===== config.mk =====
export PLATFORM = sky130hd
export DESIGN_NAME = sw_debounce
export DESIGN_NICKNAME = d
export VERILOG_FILES = /design/src/rtl/sw_debounce.sv
export SDC_FILE = /design/constraint.sdc
export NUM_CORES = 1
export LEC_CHECK = 0
export ABC_AREA = 1
export ABC_CLOCK_PERIOD_IN_PS = 1600
export BUFFER_PORTS_ARGS = -buffer_cell sky130_fd_sc_hd__buf_2
export CAP_MARGIN = 10
export CORE_MARGIN = 4
export CORE_UTILIZATION = 24
export CTS_CLUSTER_SIZE = 40
export DETAILED_ROUTE_END_ITERATION = 10
export GPL_ROUTABILITY_DRIVEN = 0
export PLACE_DENSITY_LB_ADDON = 0.08
export SLEW_MARGIN = 20
export SYNTH_ARGS = -nofsm -noshare
export SYNTH_HDL_FRONTEND = slang
export SYNTH_SLANG_ARGS = --single-unit

===== constraint.sdc =====
create_clock -name i_clk -period 1.6 [get_ports i_clk]
set_clock_uncertainty 0.15 [all_clocks]
set_input_delay 0.08 -clock i_clk [delete_from_list [all_inputs] [get_ports i_clk]]
set_output_delay 0.08 -clock i_clk [all_outputs]
set_load 0.1 [all_outputs]

===== src/rtl/sw_debounce.sv =====
// sw_debounce: synchronises and debounces eight switch code bits plus the enable switch.
// Each of the nine lanes has a 2-FF synchroniser and a mismatch counter. A new level is
// accepted only after it has held for DB_CYCLES consecutive synchronised cycles.
// o_chg is a registered one-cycle strobe that is high while a newly accepted level is
// first visible on the outputs.
module sw_debounce #(
   parameter int DB_CYCLES = 50000,
   parameter int CNT_W     = 16
) (
   input  logic       i_clk,
   input  logic       i_rst_n,
   input  logic [7:0] i_code,
   input  logic       i_en,
   output logic [7:0] o_code,
   output logic       o_en,
   output logic       o_chg
);

   localparam int LANES = 9;
   localparam logic [CNT_W-1:0] LP_LAST = CNT_W'(DB_CYCLES - 1);

   logic [LANES-1:0] w_raw;
   logic [LANES-1:0] w_q;
   logic [LANES-1:0] w_tog;
   logic             r_chg;

   // Reject parameter sets the counter cannot represent.
   if ((DB_CYCLES < 2) || ((64'd1 << CNT_W) <= 64'(DB_CYCLES - 1))) begin : g_bad_param
      $error("sw_debounce: DB_CYCLES must be >= 2 and fit in CNT_W bits");
   end

   // Lane b = 8 is the enable switch; lanes 0..7 are the code bits.
   assign w_raw = {i_en, i_code};

   genvar gi;
   for (gi = 0; gi < LANES; gi = gi + 1) begin : g_lane
      logic             r_s1;
      logic             r_s2;
      logic             r_q;
      logic [CNT_W-1:0] r_cnt;

      // Synchronise the raw bit, then count consecutive mismatches against the stable level.
      always_ff @(posedge i_clk) begin
         if (!i_rst_n) begin
            r_s1  <= 1'b0;
            r_s2  <= 1'b0;
            r_q   <= 1'b0;
            r_cnt <= '0;
         end else begin
            r_s1 <= w_raw[gi];
            r_s2 <= r_s1;
            if (r_s2 == r_q) begin
               r_cnt <= '0;
            end else if (r_cnt == LP_LAST) begin
               r_q   <= r_s2;
               r_cnt <= '0;
            end else begin
               r_cnt <= r_cnt + CNT_W'(1);
            end
         end
      end

      assign w_q[gi]   = r_q;
      // Marks the edge on which this lane's stable level will flip.
      assign w_tog[gi] = (r_s2 != r_q) && (r_cnt == LP_LAST);
   end

   // Strobe registered alongside the stable levels so it coincides with the new value.
   always_ff @(posedge i_clk) begin
      if (!i_rst_n) begin
         r_chg <= 1'b0;
      end else begin
         r_chg <= |w_tog;
      end
   end

   assign o_code = w_q[7:0];
   assign o_en   = w_q[8];
   assign o_chg  = r_chg;

endmodule

==> results of run 1 <==
==> kinds of logic after synthesis <==
kind of cell	count (synthesis)	synth area share (%)
buffers and inverters	152	8.195
AND/OR/NAND/NOR	583	34.51
flip-flops	172	44.05
AO/OA/AOI/OAI	92	6.770
XOR/XNOR	45	5.042
adder cells (fa/ha/maj)	9	1.440
==> critical path, delay by kind of cell, from the launching register on <==
| kind | cells | cell delay, ns |
|---|---|---|
| AOI/OAI and AO/OA | 1 | 0.13 |
| adders and majority gates | 1 | 0.15 |
| and+or+nand+nor | 6 | 0.72 |
| DFF | 1 | 0.37 |
==> timing repair <==
action / in CTS / in global routing
endpoints found under the setup margin: 95 / 137
pin swaps: 13 / 61
endpoints found under the hold margin: 18 / 0
hold buffers: 19 / 0
gates cloned: 3 / 1
setup buffers: 12 / 15
resized for setup: 51 / 207
==> worst min-delay path by stage <==
stage	depth (start not counted)	from	slack, ns	end
3_5_place_dp	3	i_code[7]	0.12	g_lane[7].r_s1$_SDFF_PN0_
4_1_cts	2	g_lane[5].r_s1$_SDFF_PN0_	0.26	g_lane[5].r_s2$_SDFF_PN0_
6_report	2	g_lane[5].r_s1$_SDFF_PN0_	0.26	g_lane[5].r_s2$_SDFF_PN0_
3_3_place_gp	3	i_en	0.11	g_lane[8].r_s1$_SDFF_PN0_
5_1_grt	2	g_lane[7].r_s1$_SDFF_PN0_	0.28	g_lane[7].r_s2$_SDFF_PN0_
2_1_floorplan	2	i_code[0]	0.03	g_lane[0].r_s1$_SDFF_PN0_
==> sequential cells by signal (all words and copies together), names as in the netlist <==
register	flops
g_lane.r_cnt	144
g_lane.r_q	8
g_lane.r_s1	9
g_lane.r_s2	9
o_chg	1
o_en	1
==> where the power goes <==
part,switching (uW),internal (uW),leakage [uW]
logic,115,116,0.00261
clock network,1870,2150,0.000280
registers,17.8,4300,0.00141
==> layout make-up <==
cell class	count	area (um^2)	area share (%)
Sequential cell	172	3495	30.80
Tap cell	435	544.3	4.798
Clock inverter	12	102.6	0.9044
Multi-Input combinational cell	732	4617	40.70
Timing Repair Buffer	200	1627	14.34
Inverter	130	493.0	4.345
Clock buffer	20	466.7	4.114
==> per-layer routing <==
layer | up-vias | routed length, um | track usage, %
met5 | - | 0 | 0
met4 | 0 | 332 | 3.391
met1 | 3255 | 9275 | 13.95
met2 | 49 | 8763 | 18.14
met3 | 18 | 457 | 2.519
li1 | 3799 | - | -
==> layout by cell type (no fill, tap or decap), types with 17 or more instances in the layout <==
cell type and n:
nand2_1 157, nor2_1 139, nor2_2 33, nand2_2 18, dlygate4sd3_1 19, buf_4 146
nand4_1 28, nor2_4 23, xor2_1 33, nor3_1 41, clkbuf_16 17, dfxtp_1 139
inv_1 122, dfxtp_2 29, nand3_1 50, a21oi_1 44
==> metrics by stage <==
| step | cells | util, % | power, uW | setup WS (ns) |
|---|---|---|---|---|
| after global routing | 1701 | 35.58 | 8983 | -0.08408 |
| after floorplan | 1053 | - | 4501 | 0.001471 |
| final | 1701 | 35.58 | 8575 | 0.02686 |
| after global placement | 1621 | 29.48 | 4583 | -0.09335 |
| after detailed placement | 1621 | 29.48 | 4582 | -0.09108 |
| after CTS | 1687 | 32.92 | 8775 | -0.008297 |
==> results by group, run 1 <==
Worst setup path
  • R2R Path End: g_lane[4].r_cnt[12]$_SDFF_PP0_
  • CP startpoint: g_lane[4].r_cnt[1]$_SDFF_PP0_
  • Worst path cell trace: ha_4 > nand2_4 > nor2_4 > nand4_2 > nor2_2 > nand2_1 > or2_1 > a21oi_2
  • Worst r2r src: g_lane[4].r_cnt[1]$_SDFF_PP0_
  • Slowest cell on the critical path: dfxtp_4
  • CP arrival: 1.80 ns
  • Critical path type: flop to flop
  • CP max FO: 3
  • Critical Path End: g_lane[4].r_cnt[12]$_SDFF_PP0_
  • Worst r2r path cells: 8
  • Reg2Reg Setup Slack: 0.03 ns
  • Crit-path max cell delay: 0.37 ns
  • WP data required: 1.82 ns
  • Critical Path Start Type: flop
  • Endpoint class of the critical path: flop

Synth
  • Area leader, netlist: dfxtp_1
  • Ys Warns: 0
  • Synth top area cells: dfxtp_1 44%, nand2_1 8.8%, nor2_1 8.7%
  • Part of the Yosys area used for sequential elements: 44.05%
  • Cell variety after synth: 37
  • Post-Synthesis Cells: 1053
  • Most instantiated cells after synthesis: 183 x nand2_1, 182 x nor2_1, 172 x dfxtp_1, 127 x inv_1, 67 x nand3_1
  • Syn_nets: 1073
  • Number of flops mapped to enable cells by yosys: 0
  • Ys flop type: dfxtp_1
  • Top-count cell post-synth: nand2_1
  • Synth Register Bits: 172
  • Async set-reset flop share out of synthesis: 0%
  • Avg Cell Area, Syn: 7.424 um^2
  • Share of the synthesized area in the top cell type: 44.05%
  • Mapped Area: 7817 um^2

Power
  • Cell Pwr Density: 755.9 nW/um^2
  • LEAKAGE: 0.004294 uW
  • Maximum vdd drop: 0.7209 mV

Clock tree
  • Worst-skew pair later-pin latency: 0.43 ns
  • Clock Tree Buf Depth: 2
  • Clock sinks: 172
  • CTS buffer count: 17
  • CTS root buf: clkbuf_16
  • Htree depth: 4
  • Clk pin slew, worst setup/hold paths: 0.07 ns
  • CTS tree: done

Global routing
  • Tot GR Track Use: 10.86%
  • Vias in the first global route: 6991
  • Global-route wire length before repair: 32310 um
  • Largest net degree at the start of global routing: 23
  • Initial antenna violation count: 0
  • Total global routing overflow: 0

Floorplan
  • Die Y-Extent: 188.5 um
  • Die width: 188.5 um
  • Rows: 65
  • Core ar.: 31880 um^2
  • I/O Pins: 21
  • Initial Util: 24.52%
  • Die area: 35520 um^2

Detailed routing
  • Post-route DRC: 0
  • Via-per-instance ratio: 4.186
  • Post-route ant nets: 0
  • Wirelength, routed: 18830 um
  • First DRT Iteration DRCs: 165
  • First-pass DRT Iterations: 6
  • Vias: 7121
  • Routed WL per cell: 11.07 um

Cells and area
  • Layout cells sized above 1: 34.28%
  • Area delta synth->final: 45.12%
  • Fin nets: 1273
  • # diodes: 0
  • Post-route design area: 11340 um^2
  • FILL cells: 3378

STA
  • Slew @ Worst Pin: 0.5295 ns
  • Worst hold slack: 0.2610 ns
  • Minimum clock period: 1.573 ns
  • Fin. max-slew vios: 0
  • Tcrit/Tclk final: 98.32%
  • Final setup fails: 0
  • Upper clock frequency limit: 635.7 MHz
  • Hold Vio Cnt, Final: 0
  • Unrepaired setup endpoints after global routing: true
  • Setup TNS: 0 ns
  • Relative slew slack: 64.94%

Place
  • # port buffers: 20
  • Cell Area, Placed: 9399 um^2
  • Final HPWL DP: 13110 um

Job
  • Number of max-cap violations: 0

Outcome
  • Outcome: finished, final reports clean

Worst hold path
  • Worst min path class: flop to flop
(Power assumes the default switching activity.)
==> run 2, diff against run 1 <==
ABC_CLOCK_PERIOD_IN_PS = unset   (was 1600)
CORE_ASPECT_RATIO = 1.4   (was unset)
clock period = 1.96 ns   (was 1.6 ns; I/O delays follow)
==> run 2 against run 1 <==
  * Register-to-register slack better by 0.17 ns
  * First-iteration DRC count is 65% higher
  * Global-route usage is 0.62 points lower
  * Critical path depth is 1 higher
  * Setup slack better by 0.17 ns
  * Highest routed layer unchanged
==> results by group, run 2 (synthesized netlist as in run 1, its figures left out) <==
Clock tree
  • CTS tree: done
  • CTS buffer count: 17
  • Clock sinks: 172
  • Htree depth: 4
  • Clock Tree Buf Depth: 2
  • Post-CTS setup buffers: 0
  • Worst-skew pair later-pin latency: 0.45 ns
  • CTS root buf: clkbuf_16
  • Clk pin slew, worst setup/hold paths: 0.08 ns

Worst setup path
  • CP arrival: 1.96 ns
  • Worst path cell trace: ha_1 > nand2_1 > nor2_1 > inv_1 > nor2_2 > nand3_2 > nand2_4 > a21oi_1 > o21a_1
  • CP max FO: 16
  • Endpoint class of the critical path: flop
  • Crit-path max cell delay: 0.35 ns
  • WP data required: 2.15 ns
  • Reg2Reg Setup Slack: 0.19 ns
  • Worst r2r src: g_lane[5].r_cnt[0]$_SDFF_PP0_
  • Critical path type: flop to flop
  • R2R Path End: g_lane[5].r_cnt[9]$_SDFF_PP0_
  • Slowest cell on the critical path: dfxtp_1
  • Worst r2r path cells: 9
  • Critical Path Start Type: flop
  • Critical Path End: g_lane[5].r_cnt[9]$_SDFF_PP0_
  • CP startpoint: g_lane[5].r_cnt[0]$_SDFF_PP0_

Outcome
  • Outcome: finished, final reports clean

Cells and area
  • Most frequent cells in the layout: 183 x nand2_1, 182 x nor2_1, 172 x dfxtp_1
  • Top Registers: g_lane.r_cnt x144, g_lane.r_s1 x9, g_lane.r_s2 x9
  • Non-filler cells, final: 1554
  • # diodes: 0
  • Most common cell after layout, fill and taps aside: nand2_1
  • Fin nets: 1127
  • Area delta synth->final: 18.20%
  • Biggest register: g_lane.r_cnt
  • Layout cells sized above 1: 10.45%
  • Post-layout util: 28.98%
  • Post-route design area: 9240 um^2
  • Number of flip-flops under the largest register name: 144

Floorplan
  • Die width: 160.5 um
  • Core ar.: 31890 um^2
  • Rows: 77
  • Initial Util: 24.51%
  • Die area: 35570 um^2
  • I/O Pins: 21
  • Die Y-Extent: 221.5 um

Worst hold path
  • Worst min path class: flop to flop

Power
  • Reg power frac: 50.0%
  • Combinational Power Share: 1.9%
  • Sw Ratio: 24.71%
  • Internal power: 5314 uW
  • Maximum vdd drop: 0.5668 mV
  • Switching power: 1744 uW
  • Cell Pwr Density: 763.8 nW/um^2
  • Tot Pwr: 7058 uW
  • LEAKAGE: 0.003258 uW
  • Clock power frac: 48.1%

Job
  • Number of max-cap violations: 0

Global routing
  • Global-route wire length before repair: 29790 um
  • Vias in the first global route: 6333
  • Initial antenna violation count: 0
  • Tot GR Track Use: 10.23%
  • Largest net degree at the start of global routing: 19
  • Total global routing overflow: 0

Place
  • Final HPWL DP: 12840 um
  • Cell Area, Placed: 8443 um^2
  • # port buffers: 20
  • Inst Count DP: 1503

STA
  • Final setup fails: 0
  • Upper clock frequency limit: 565.6 MHz
  • Setup TNS: 0 ns
  • Hold Vio Cnt, Final: 0
  • Slew @ Worst Pin: 0.5161 ns
  • Relative slew slack: 65.83%
  • Fin. max-slew vios: 0
  • Tcrit/Tclk final: 90.21%
  • Minimum clock period: 1.768 ns

Detailed routing
  • First DRT Iteration DRCs: 273
  • Vias: 6461
  • First-pass DRT Iterations: 4
  • Wirelength, routed: 17410 um
  • Post-route ant nets: 0
  • Routed WL per cell: 11.20 um
  • Post-route DRC: 0
  • Via-per-instance ratio: 4.158
[run 2: cell count changes in the layout (fill, tap and decap cells not counted), sizes merged]
cell | before | now
clkbuf | 24 | 18
inv | 135 | 140
buf | 177 | 38
nand2 | 188 | 186
nand3 | 76 | 75
clkinv | 6 | 4
clkinvlp | 1 | 0
[run 2: area by class of cell]
class / instances / area [um^2]
fillers: 3518 / 22650
multi-input cells: 729 / 3759
flip-flops and latches: 172 / 3443
well taps: 434 / 543.0
inverters: 130 / 488.0
clock buffers: 18 / 439.2
repair buffers: 57 / 425.4
clock inverters: 14 / 142.6
[run 2: routing by layer]
layer | up-vias | GRT usage, % | routed length (um)
li1 | 3503 | - | -
met1 | 2891 | 11.92 | 7983
met2 | 50 | 17.75 | 8645
met3 | 17 | 2.362 | 388
met4 | 0 | 4.665 | 388
met5 | - | 0 | 0
[run 2: through the flow]
step	setup slack [ns]	hold WS [ns]
3_5_place_dp	0.08013	0.1468
4_1_cts	0.06490	0.2587
2_1_floorplan	0.08336	0.04563
3_3_place_gp	0.1131	0.1469
5_1_grt	-0.01276	0.2773
6_report	0.1919	0.2629
[run 2: critical path, delay by kind of cell, from the launching register on]
kind                       cells  cell delay, ns
AOI/OAI and AO/OA              2            0.16
adders and majority gates      1            0.17
buffers and inverters          1            0.10
DFF                            1            0.35
and+or+nand+nor                5            0.72
[run 2: worst min path at each step]
stage | slack [ns] | to | cells past startpoint | start
final | 0.26 | g_lane[3].r_s2$_SDFF_PN0_ | 2 | g_lane[3].r_s1$_SDFF_PN0_
after global routing | 0.28 | g_lane[3].r_s2$_SDFF_PN0_ | 2 | g_lane[3].r_s1$_SDFF_PN0_
after CTS | 0.26 | g_lane[4].r_s2$_SDFF_PN0_ | 4 | i_rst_n
after detailed placement | 0.15 | g_lane[4].r_s1$_SDFF_PN0_ | 3 | i_code[4]
after global placement | 0.15 | g_lane[7].r_s1$_SDFF_PN0_ | 3 | i_code[7]
after floorplan | 0.05 | g_lane[0].r_s1$_SDFF_PN0_ | 2 | i_code[0]
[run 2: repair_timing]
action	CTS	global route
endpoints found under the hold margin	18	0
resized for setup	0	4
hold buffers	19	0
endpoints found under the setup margin	0	20
[run 2: power groups by stage]
| stage | registers, uW | logic (uW) | clock network (uW) |
|---|---|---|---|
| global placement | 3610 | 107 | 0 |
| floorplan | 3610 | 68.7 | 0 |
| finish | 3530 | 134 | 3400 |
| detailed placement | 3610 | 107 | 0 |
| CTS | 3530 | 135 | 3580 |
| global route | 3530 | 152 | 3690 |
